`src/rtl/spi_reg_pkg.sv`:
```
// Shared definitions for the SPI register responder, the PWM core and the bench.
package spi_reg_pkg;

  localparam int unsigned LENGTH_RECIEVED = 16;
  localparam int unsigned LENGTH_SEND     = 16;
  localparam int unsigned DATA_W          = 10;
  localparam int unsigned NUM_REGS        = 6;
  localparam int unsigned ADDR_W          = 3;
  localparam int unsigned SYNC_STAGES     = 2;
  localparam int unsigned CNT_W           = $clog2(LENGTH_RECIEVED);

  localparam logic [DATA_W-1:0] DEVICE_ID = 10'h2A5;
  localparam logic [DATA_W-1:0] FREQ_RST  = 10'd500;

  localparam logic [ADDR_W-1:0] ADDR_CTRL      = 3'd0;
  localparam logic [ADDR_W-1:0] ADDR_DUTY_HIGH = 3'd1;
  localparam logic [ADDR_W-1:0] ADDR_DUTY_LOW  = 3'd2;
  localparam logic [ADDR_W-1:0] ADDR_FREQ      = 3'd3;
  localparam logic [ADDR_W-1:0] ADDR_STATUS    = 3'd4;
  localparam logic [ADDR_W-1:0] ADDR_ID        = 3'd5;

  typedef enum logic [2:0] {IDLE, RX, DECODE, TX, DONE} state_e;

  // Command word as shifted in, MSB first
  typedef struct packed {
    logic              wr;
    logic [ADDR_W-1:0] addr;
    logic [1:0]        rsvd;
    logic [DATA_W-1:0] wdata;
  } cmd_t;

  // Response word as shifted out, MSB first
  typedef struct packed {
    logic [ADDR_W-1:0] addr;
    logic              err;
    logic [1:0]        rsvd;
    logic [DATA_W-1:0] data;
  } resp_t;

endpackage

```
`src/rtl/spi_reg_responder_if.sv`:
```
// SPI bus between controller and the register responder.
interface spi_reg_responder_if;
  logic SCK;
  logic CS;
  logic COPI;
  logic CIPO;

  modport master (output SCK, output CS, output COPI, input CIPO);
  modport slave  (input SCK, input CS, input COPI, output CIPO);
endinterface

```
`src/rtl/spi_edge_sync.sv`:
```
// Synchronizes SCK/CS/COPI into clk and flags SCK rising/falling edges.
module spi_edge_sync
  import spi_reg_pkg::*;
#(
  parameter int unsigned STAGES = SYNC_STAGES
) (
  input  logic clk,
  input  logic rst,
  input  logic sck_raw,
  input  logic cs_raw,
  input  logic copi_raw,
  output logic sck_rise_c,
  output logic sck_fall_c,
  output logic cs_sync,
  output logic copi_sync
);

  logic [STAGES-1:0] sck_ff;
  logic [STAGES-1:0] cs_ff;
  logic [STAGES-1:0] copi_ff;
  logic              sck_prev;

  // Synchronizer chains; CS resets low so a held-low CS is never mistaken for idle
  always_ff @(posedge clk or negedge rst) begin
    if (!rst) begin
      sck_ff   <= '0;
      cs_ff    <= '0;
      copi_ff  <= '0;
      sck_prev <= 1'b0;
    end else begin
      sck_ff   <= {sck_ff[STAGES-2:0], sck_raw};
      cs_ff    <= {cs_ff[STAGES-2:0], cs_raw};
      copi_ff  <= {copi_ff[STAGES-2:0], copi_raw};
      sck_prev <= sck_ff[STAGES-1];
    end
  end

  assign cs_sync    = cs_ff[STAGES-1];
  assign copi_sync  = copi_ff[STAGES-1];
  assign sck_rise_c = sck_ff[STAGES-1] & ~sck_prev;
  assign sck_fall_c = ~sck_ff[STAGES-1] & sck_prev;

endmodule

```
`src/rtl/spi_reg_responder.sv`:
```
// SPI peripheral: receives a 16-bit command, updates the PWM register bank, returns a response.
module spi_reg_responder
  import spi_reg_pkg::*;
(
  input  logic                clk,
  input  logic                rst,
  spi_reg_responder_if.slave  spi,
  input  logic [DATA_W-1:0]   status_in,
  output logic                mode_manual,
  output logic                en_pwm,
  output logic [DATA_W-1:0]   duty_high,
  output logic [DATA_W-1:0]   duty_low,
  output logic [DATA_W-1:0]   freq_switch,
  output logic                frame_done,
  output logic                frame_err
);

  localparam logic [CNT_W-1:0] RX_LAST = CNT_W'(LENGTH_RECIEVED - 1);
  localparam logic [CNT_W-1:0] TX_LAST = CNT_W'(LENGTH_SEND - 1);

  logic                       sck_rise_c;
  logic                       sck_fall_c;
  logic                       cs_sync;
  logic                       copi_sync;
  state_e                     state;
  logic [CNT_W-1:0]           bit_cnt;
  logic [LENGTH_RECIEVED-1:0] rx_shift;
  logic [LENGTH_SEND-1:0]     tx_shift;
  logic                       seen_rise;
  logic                       cs_armed;
  cmd_t                       cmd;
  resp_t                      resp;
  logic                       cmd_err;
  logic [DATA_W-1:0]          rd_val;

  spi_edge_sync #(.STAGES(SYNC_STAGES)) u_sync (
    .clk        (clk),
    .rst        (rst),
    .sck_raw    (spi.SCK),
    .cs_raw     (spi.CS),
    .copi_raw   (spi.COPI),
    .sck_rise_c (sck_rise_c),
    .sck_fall_c (sck_fall_c),
    .cs_sync    (cs_sync),
    .copi_sync  (copi_sync)
  );

  assign cmd      = cmd_t'(rx_shift);
  assign spi.CIPO = tx_shift[LENGTH_SEND-1];

  // Command decode: error check and the value returned after any write
  always_comb begin
    rd_val  = '0;
    cmd_err = (cmd.addr >= ADDR_W'(NUM_REGS))
            || (cmd.wr && (cmd.addr == ADDR_STATUS || cmd.addr == ADDR_ID))
            || (cmd.rsvd != 2'b00);
    case (cmd.addr)
      ADDR_CTRL:      rd_val = cmd.wr ? DATA_W'(cmd.wdata[1:0]) : DATA_W'({mode_manual, en_pwm});
      ADDR_DUTY_HIGH: rd_val = cmd.wr ? cmd.wdata : duty_high;
      ADDR_DUTY_LOW:  rd_val = cmd.wr ? cmd.wdata : duty_low;
      ADDR_FREQ:      rd_val = cmd.wr ? cmd.wdata : freq_switch;
      ADDR_STATUS:    rd_val = status_in;
      ADDR_ID:        rd_val = DEVICE_ID;
      default:        rd_val = '0;
    endcase
    resp.addr = cmd.addr;
    resp.err  = cmd_err;
    resp.rsvd = 2'b00;
    resp.data = cmd_err ? '0 : rd_val;
  end

  // Frame FSM, shifters and register file; CS high aborts from any state
  always_ff @(posedge clk or negedge rst) begin
    if (!rst) begin
      state       <= IDLE;
      bit_cnt     <= '0;
      rx_shift    <= '0;
      tx_shift    <= '0;
      seen_rise   <= 1'b0;
      cs_armed    <= 1'b0;
      frame_done  <= 1'b0;
      frame_err   <= 1'b0;
      mode_manual <= 1'b0;
      en_pwm      <= 1'b0;
      duty_high   <= '0;
      duty_low    <= '0;
      freq_switch <= FREQ_RST;
    end else begin
      frame_done <= 1'b0;
      frame_err  <= 1'b0;
      if (cs_sync) cs_armed <= 1'b1;
      if (cs_sync && state != IDLE) begin
        state    <= IDLE;
        tx_shift <= '0;
      end else begin
        case (state)
          IDLE: begin
            tx_shift <= '0;
            if (!cs_sync && cs_armed) begin
              state   <= RX;
              bit_cnt <= '0;
            end
          end
          RX: begin
            if (sck_rise_c) begin
              rx_shift <= {rx_shift[LENGTH_RECIEVED-2:0], copi_sync};
              bit_cnt  <= bit_cnt + CNT_W'(1);
              if (bit_cnt == RX_LAST) state <= DECODE;
            end
          end
          DECODE: begin
            if (cmd.wr && !cmd_err) begin
              case (cmd.addr)
                ADDR_CTRL:      {mode_manual, en_pwm} <= cmd.wdata[1:0];
                ADDR_DUTY_HIGH: duty_high   <= cmd.wdata;
                ADDR_DUTY_LOW:  duty_low    <= cmd.wdata;
                ADDR_FREQ:      freq_switch <= cmd.wdata;
                default:        ;
              endcase
            end
            frame_err <= cmd_err;
            tx_shift  <= resp;
            bit_cnt   <= '0;
            seen_rise <= 1'b0;
            state     <= TX;
          end
          TX: begin
            // Only a fall that follows a TX rise advances; the trailing RX fall is skipped
            if (sck_rise_c) begin
              seen_rise <= 1'b1;
            end else if (sck_fall_c && seen_rise) begin
              seen_rise <= 1'b0;
              bit_cnt   <= bit_cnt + CNT_W'(1);
              tx_shift  <= {tx_shift[LENGTH_SEND-2:0], 1'b0};
              if (bit_cnt == TX_LAST) begin
                state      <= DONE;
                frame_done <= 1'b1;
              end
            end
          end
          DONE: tx_shift <= '0;
          default: state <= IDLE;
        endcase
      end
    end
  end

endmodule
```
`src/flat_wrapper.sv`:
```
// flat-port wrapper written by rule: the top's interface ports become plain ports
module spi_reg_responder_flat import spi_reg_pkg::*;
  (clk, rst, status_in, mode_manual, en_pwm, duty_high, duty_low, freq_switch, frame_done, frame_err, spi_SCK, spi_CS, spi_COPI, spi_CIPO);
  spi_reg_responder_if spi_i ();
  input  logic clk;
  input  logic rst;
  input  logic [DATA_W-1:0] status_in;
  output logic mode_manual;
  output logic en_pwm;
  output logic [DATA_W-1:0] duty_high;
  output logic [DATA_W-1:0] duty_low;
  output logic [DATA_W-1:0] freq_switch;
  output logic frame_done;
  output logic frame_err;
  input wire logic [$bits(spi_i.SCK)-1:0] spi_SCK;
  input wire logic [$bits(spi_i.CS)-1:0] spi_CS;
  input wire logic [$bits(spi_i.COPI)-1:0] spi_COPI;
  output wire logic [$bits(spi_i.CIPO)-1:0] spi_CIPO;
  assign spi_i.SCK = spi_SCK;
  assign spi_i.CS = spi_CS;
  assign spi_i.COPI = spi_COPI;
  assign spi_CIPO = spi_i.CIPO;
  spi_reg_responder u_core (.clk(clk), .rst(rst), .spi(spi_i), .status_in(status_in), .mode_manual(mode_manual), .en_pwm(en_pwm), .duty_high(duty_high), .duty_low(duty_low), .freq_switch(freq_switch), .frame_done(frame_done), .frame_err(frame_err));
endmodule
```
`config.mk`:
```
export PLATFORM = sky130hd
export DESIGN_NAME = spi_reg_responder_flat
export DESIGN_NICKNAME = d
export VERILOG_FILES = /design/src/rtl/spi_reg_pkg.sv /design/src/rtl/spi_reg_responder_if.sv /design/src/rtl/spi_edge_sync.sv /design/src/rtl/spi_reg_responder.sv /design/src/flat_wrapper.sv
export SDC_FILE = /design/constraint.sdc
export NUM_CORES = 1
export LEC_CHECK = 0
export ABC_AREA = 1
export BUFFER_PORTS_ARGS = -buffer_cell sky130_fd_sc_hd__buf_2
export CAP_MARGIN = 20
export CORE_ASPECT_RATIO = 1.2
export CORE_MARGIN = 1.5
export CORE_UTILIZATION = 30
export DETAILED_ROUTE_END_ITERATION = 16
export PLACE_DENSITY = 0.44
export SYNTH_ARGS = -nofsm -noshare
export SYNTH_HDL_FRONTEND = slang
export SYNTH_SLANG_ARGS = --single-unit
```
`constraint.sdc`:
```
create_clock -name clk -period 1.7 [get_ports clk]
set_clock_uncertainty 0.15 [all_clocks]
set_input_delay 0.34 -clock clk [delete_from_list [all_inputs] [get_ports clk]]
set_output_delay 0.34 -clock clk [all_outputs]
set_load 0.01 [all_outputs]
```
==> impl_metrics.ini, run 1 <==
[clock_tree]
cts.sinks = 82
root_buffer = clkbuf_16
clk_pin_slew_ns = 0.06
clock_latency_ns = 0.35
cts_buffer_depth = 2
numCtsBuffers = 9
htreeDepth = 3
cts_tree = yes

[grt]
grt_max_degree = 58
grt_pass1_wl_um = 18700
grt_util_all_layers_pct = 17.3
gr-total-overflow = 0
grt_pass1_vias = 3587
antenna_found_initial = 0

[sta]
timing.fmax_mhz = 609
rsz0062_at_grt = yes
fin_crit_ns = 1.64
tns_ns = 0
relSlewSlack_pct = 76.5
worstMarginPinSlew_ns = 0.352
finalMaxSlewViolations = 0
setup_viol = 0
hold_viol = 0
holdWs_ns = 0.198
fin_crit_sh_pct = 96.5
layout_setup_ws_ns = 0.0591

[die]
row_count = 46
io_pins = 50
die_area_um2 = 14400
die_height_um = 131
core-area_um2 = 13300
die_w_um = 110
start_util_pct = 30.8

[synthesis]
syn_area_per_cell_um2 = 7.68
yosysUniqueCellTypes = 33
syn_inst = 533
ys_seq_area_share_pct = 50.3
syn-cell-area_um2 = 4100
syn_nets = 549
ys.warnings.count = 0
ys_ff_latch = 82

[route]
wl_per_cell_um = 14.8
drcViolationCount = 0
drt_iter0_markers = 243
drt-pass1-iter-count = 4
ant_nets = 0
routed_via_density = 4.66
wirelength_um = 11800
num_vias = 3710

[final_layout]
nFillCells = 1389
fin_area_um2 = 5260
final_nets = 639
utilization_pct = 39.5
final_common_cell = nand2_1
layout-drive-gt1-share_pct = 25.5
antenna_cells = 0
syn2layout_area_growth_pct = 28.4
final_cell_mix = nand2_1 (220), dfrtp_1 (73), buf_2 (48), o21ai_0 (44), inv_1 (39)

[place]
gp_congestion = 0.857
place_ws_ns = -0.0406
dp_hpwl_um = 8540
io_buffers = 49
dpl-instance-area_um2 = 4790

[setup_path]
critical_path_class = reg2reg
path_max_fanout = 8
crit_start = u_core.u_sync.cs_ff[1]
cp.arrival_ns = 1.77
crit_top_cell = nand2_1
crit_slowest_cell = dfrtp_1
end_kind = flip-flop
cp-start-kind = flip-flop
path_cells = inv_1 -> nand2_2 -> clkinv_2 -> nand2_8 -> nor2_4 -> nand2_1 -> nand2_1
critPathRequiredTime_ns = 1.83
crit-reg2reg-launch = u_core.u_sync.cs_ff[1]
cpPeakStageDelay_ns = 0.44
crit_buf_inv = 2
path_delay_family = simple AND/OR/NAND/NOR gates

[min_path]
min_from = u_core.u_sync.copi_ff[0]
hold_class = reg2reg

[run]
max_cap_violations = 0

[run_status]
status = completed

[pwr]
p_leak_nw = 2.74
peakVddDrop_mv = 0.598
power_density_nw_per_um2 = 1390
## cell type report
class | count | area [um^2] | area share, %
multi-input combinational | 388 | 1840 | 35.1
clock inverter | 4 | 50.0 | 0.952
tap | 168 | 210 | 4.00
timing repair buffer | 93 | 646 | 12.3
sequential | 82 | 2060 | 39.2
inverter | 49 | 188 | 3.57
clock buffer | 12 | 256 | 4.88
## per-layer routing
metal | up-vias | global-route usage [%] | wire length [um]
met1 | 1756 | 22.8 | 5450
met5 | - | 0 | 0
li1 | 1877 | - | -
met4 | 0 | 7.49 | 236
met2 | 62 | 27.7 | 5730
met3 | 15 | 3.37 | 392
## sequential cells by signal (all words and copies together) (netlist names)
| signal | count |
|---|---|
| u_core.frame_err | 1 |
| u_core.bit_cnt | 4 |
| u_core.tx_shift | 16 |
| u_core.duty_high | 10 |
| u_core.cmd | 16 |
| u_core.frame_done | 1 |
| u_core.duty_low | 10 |
| u_core.u_sync.sck_prev | 1 |
| u_core.u_sync.cs_ff | 2 |
| u_core.u_sync.sck_ff | 2 |
| u_core.freq_switch | 10 |
| u_core.state | 3 |
| u_core.seen_rise | 1 |
| u_core.u_sync.copi_ff | 2 |
| u_core.en_pwm | 1 |
| u_core.cs_armed | 1 |
| u_core.mode_manual | 1 |
## worst paths after layout
check	to	slack (ns)	depth (start not counted)
max in group asynchronous	u_core.freq_switch[7]	0.71	3
hold / removal	u_core.u_sync.copi_ff[1]	0.20	0
setup / recovery	u_core.duty_low[1]	0.06	7
hold reg to reg	u_core.u_sync.copi_ff[1]	0.20	0
setup reg to reg	u_core.duty_low[1]	0.06	7
min in group asynchronous	u_core.tx_shift[3]	0.39	3
## cell families (layout without fill, tap and decap cells)
group                    Yosys count  in the layout  share of synthesized area (%)
AND/OR/NAND/NOR                  291            294                           30.2
AO/OA/AOI/OAI                     90             90                           11.3
flip-flops                        82             82                           50.3
buffers and inverters             66            158                           7.18
XOR/XNOR                           2              2                          0.428
adder cells (fa/ha/maj)            1              1                          0.305
multiplexers                       1              1                          0.275
## per-stage QoR
step / power (W) / instances
after floorplan: 0.00405 / 533
after global placement: 0.00509 / 772
after detailed placement: 0.00511 / 772
after CTS: 0.00720 / 792
after global routing: 0.00785 / 796
final: 0.00731 / 796
## report_power, final
group | leakage [nW] | switching, W | total [W] | internal (W)
Combinational | 1.52 | 0.00173 | 0.00278 | 0.00105
Clock | 0.145 | 0.000800 | 0.00202 | 0.00122
Sequential | 1.08 | 0.000290 | 0.00251 | 0.00222
## synthesized netlist by cell type (all sizes together)
cell | instances | share of area (%)
nand2 | 228 | 21
o21ai | 81 | 10
dfrtp | 76 | 46
inv | 48 | 4.4
nor2 | 31 | 4.6
nand3 | 24 | 3.1
buf | 14 | 2.4
dfstp | 6 | 3.8
a21oi | 5 | 0.61
clkbuf | 3 | 0.27
nand4 | 3 | 0.46
nor3 | 3 | 0.37
xor2 | 2 | 0.43
a22o | 1 | 0.21
a22oi | 1 | 0.18
and3 | 1 | 0.15
clkinv | 1 | 0.12
ha | 1 | 0.31
mux2 | 1 | 0.27
o211ai | 1 | 0.18
o22ai | 1 | 0.15
or2 | 1 | 0.15
## what timing repair did
| action | 4_1_cts | 5_1_grt |
|---|---|---|
| endpoints found under the setup margin | 12 | 40 |
| hold buffers | 4 | 0 |
| gates resized for setup | 6 | 32 |
| setup buffers | 0 | 1 |
| gates cloned | 0 | 3 |
| pin swaps | 0 | 8 |
| endpoints found under the hold margin | 79 | 0 |
Note: power is estimated with default switching activity, not from simulation.
==> inputs of run 2 (changes only) <==
Settings changed: CORE_UTILIZATION 30 to 45, MAX_ROUTING_LAYER from default to met4, PLACE_DENSITY 0.44 to 0.61.
==> run 2 against run 1 <==
- critical path depth unchanged
- count of clock-buffer cells in the layout unchanged
- largest power group unchanged
- via count rose by 1.2%
- non-clock buffer count stayed put
- die area down 33%
==> impl_metrics.ini, run 2 (synthesis results as in run 1) <==
[final_layout]
utilization_pct = 58.8
nFillCells = 853
final_common_cell = nand2_1
syn2layout_area_growth_pct = 24.9
stdcell_count = 746
layout-drive-gt1-share_pct = 26.1
ff_latch_area_um2 = 2070
multi_input_area_um2 = 1880
final_nets = 640
final_cell_mix = nand2_1 (220), dfrtp_1 (70), buf_2 (48), o21ai_0 (45), inv_1 (38)
antenna_cells = 0

[sta]
relSlewSlack_pct = 70.0
fin_crit_ns = 1.67
setup_viol = 0
fin_crit_sh_pct = 98.0
worstMarginPinSlew_ns = 0.450
hold_viol = 0
finalMaxSlewViolations = 0
rsz0062_at_grt = yes
layout_setup_ws_ns = 0.0334
timing.fmax_mhz = 600

[clock_tree]
root_buffer = clkbuf_8
cts_tree = yes
cts.sinks = 82
clock_latency_ns = 0.37
clk_pin_slew_ns = 0.08
cts_buffer_depth = 2
numCtsBuffers = 9
htreeDepth = 3

[route]
ant_nets = 0
drcViolationCount = 0
num_vias = 3753
drt_iter0_markers = 193
drt-pass1-iter-count = 5
wirelength_um = 10900
wl_per_cell_um = 14.6
routed_via_density = 5.03

[grt]
grt_util_all_layers_pct = 24.2
grt_max_degree = 83
grt_pass1_wl_um = 17700
gr-total-overflow = 0
grt_pass1_vias = 3602
antenna_found_initial = 0

[place]
gp_congestion = 0.910
dp_hpwl_um = 7620
place_ws_ns = -0.0589
dp.cells = 709
io_buffers = 49

[die]
io_pins = 50
die_area_um2 = 9680
start_util_pct = 47.1
die_height_um = 108
die_w_um = 90.1
core-area_um2 = 8700
row_count = 37

[pwr]
total_power_w = 0.00680
power_density_nw_per_um2 = 1330
p_leak_nw = 2.70
peakVddDrop_mv = 0.521

[setup_path]
critical_path_class = reg2reg
critPathRequiredTime_ns = 1.79
path_max_fanout = 6
end_kind = flip-flop
cp-start-kind = flip-flop
cp.arrival_ns = 1.76

[run_status]
status = completed

[min_path]
hold_class = in2reg

[run]
max_cap_violations = 0
-- run 2: changes by cell type in the layout (fill, tap and decap cells not counted), moves of 2 or more --
cell	before	now
clkbuf_16	9	0
clkbuf_8	2	11
o21ai_2	5	1
dfrtp_1	73	70
dfrtp_2	3	6
nor2_4	9	12
buf_12	4	2
inv_4	1	3
nand2_2	7	5
nand2_4	1	3
nor2_2	7	5
o21ai_1	32	34
-- run 2: report_power, final --
part	total [W]	internal [W]	switching (W)	leakage [nW]
sequential	0.00252	0.00223	0.000297	1.08
clock	0.00147	0.000757	0.000709	0.0986
combinational	0.00281	0.00105	0.00176	1.53
total	0.00680	0.00404	0.00277	2.70
-- run 2: final cells by class --
type                       instances  area share (%)
clock buffer                      12            3.03
clock inverter                     4           0.978
inverter                          49            3.74
multi-input combinational        389            36.8
sequential                        82            40.4
tap                              117            2.86
timing repair buffer              93            12.2
-- run 2: through the flow --
step | area, um^2 | hold slack, ns | setup TNS (ns)
6_report | 5110 | 0.180 | 0
5_1_grt | 5110 | 0.192 | -0.198
4_1_cts | 4860 | 0.182 | 0
3_5_place_dp | 4610 | 0.186 | -0.188
3_3_place_gp | 4610 | 0.184 | -0.0256
2_1_floorplan | 4100 | -0.106 | 0
-- run 2: timing repair --
action | CTS | global route
hold buffers | 4 | 0
resized for setup | 5 | 42
buffers inserted | 0 | 13
cloned | 0 | 4
pin swaps | 0 | 10
setup endpoints to repair | 20 | 70
hold endpoints to repair | 79 | 0
-- run 2: worst paths after layout --
check	from	to	depth (start not counted)	slack, ns
min in group asynchronous	rst	u_core.tx_shift[5]	3	0.37
hold / removal	status_in[2]	u_core.tx_shift[2]	5	0.18
setup / recovery	u_core.cmd[13]	u_core.duty_high[5]	7	0.03
hold reg to reg	u_core.u_sync.cs_ff[0]	u_core.u_sync.cs_ff[1]	0	0.20
setup reg to reg	u_core.cmd[13]	u_core.duty_high[5]	7	0.03
max in group asynchronous	rst	u_core.cmd[12]	3	0.64
-- run 2: per-layer routing --
| metal | part of all wire, % | wire length (um) | global-route usage (%) | vias to the layer above |
|---|---|---|---|---|
| met2 | 50 | 5480 | 38.2 | 84 |
| li1 | - | - | - | 1873 |
| met3 | 3.6 | 394 | 3.88 | 23 |
| met4 | 2.5 | 271 | 10.1 | 0 |
| met5 | 0 | 0 | - | - |
| met1 | 44 | 4740 | 31.2 | 1773 |
-- run 2: worst max-delay path, cell delays in order (launching register included) --
cell and delay (ns):
dfrtp_2 0.46, nor2_4 0.16, o21ai_4 0.09, nor2_4 0.21, buf_4 0.16, nand2_4 0.06
o21ai_0 0.18, nand2_1 0.08
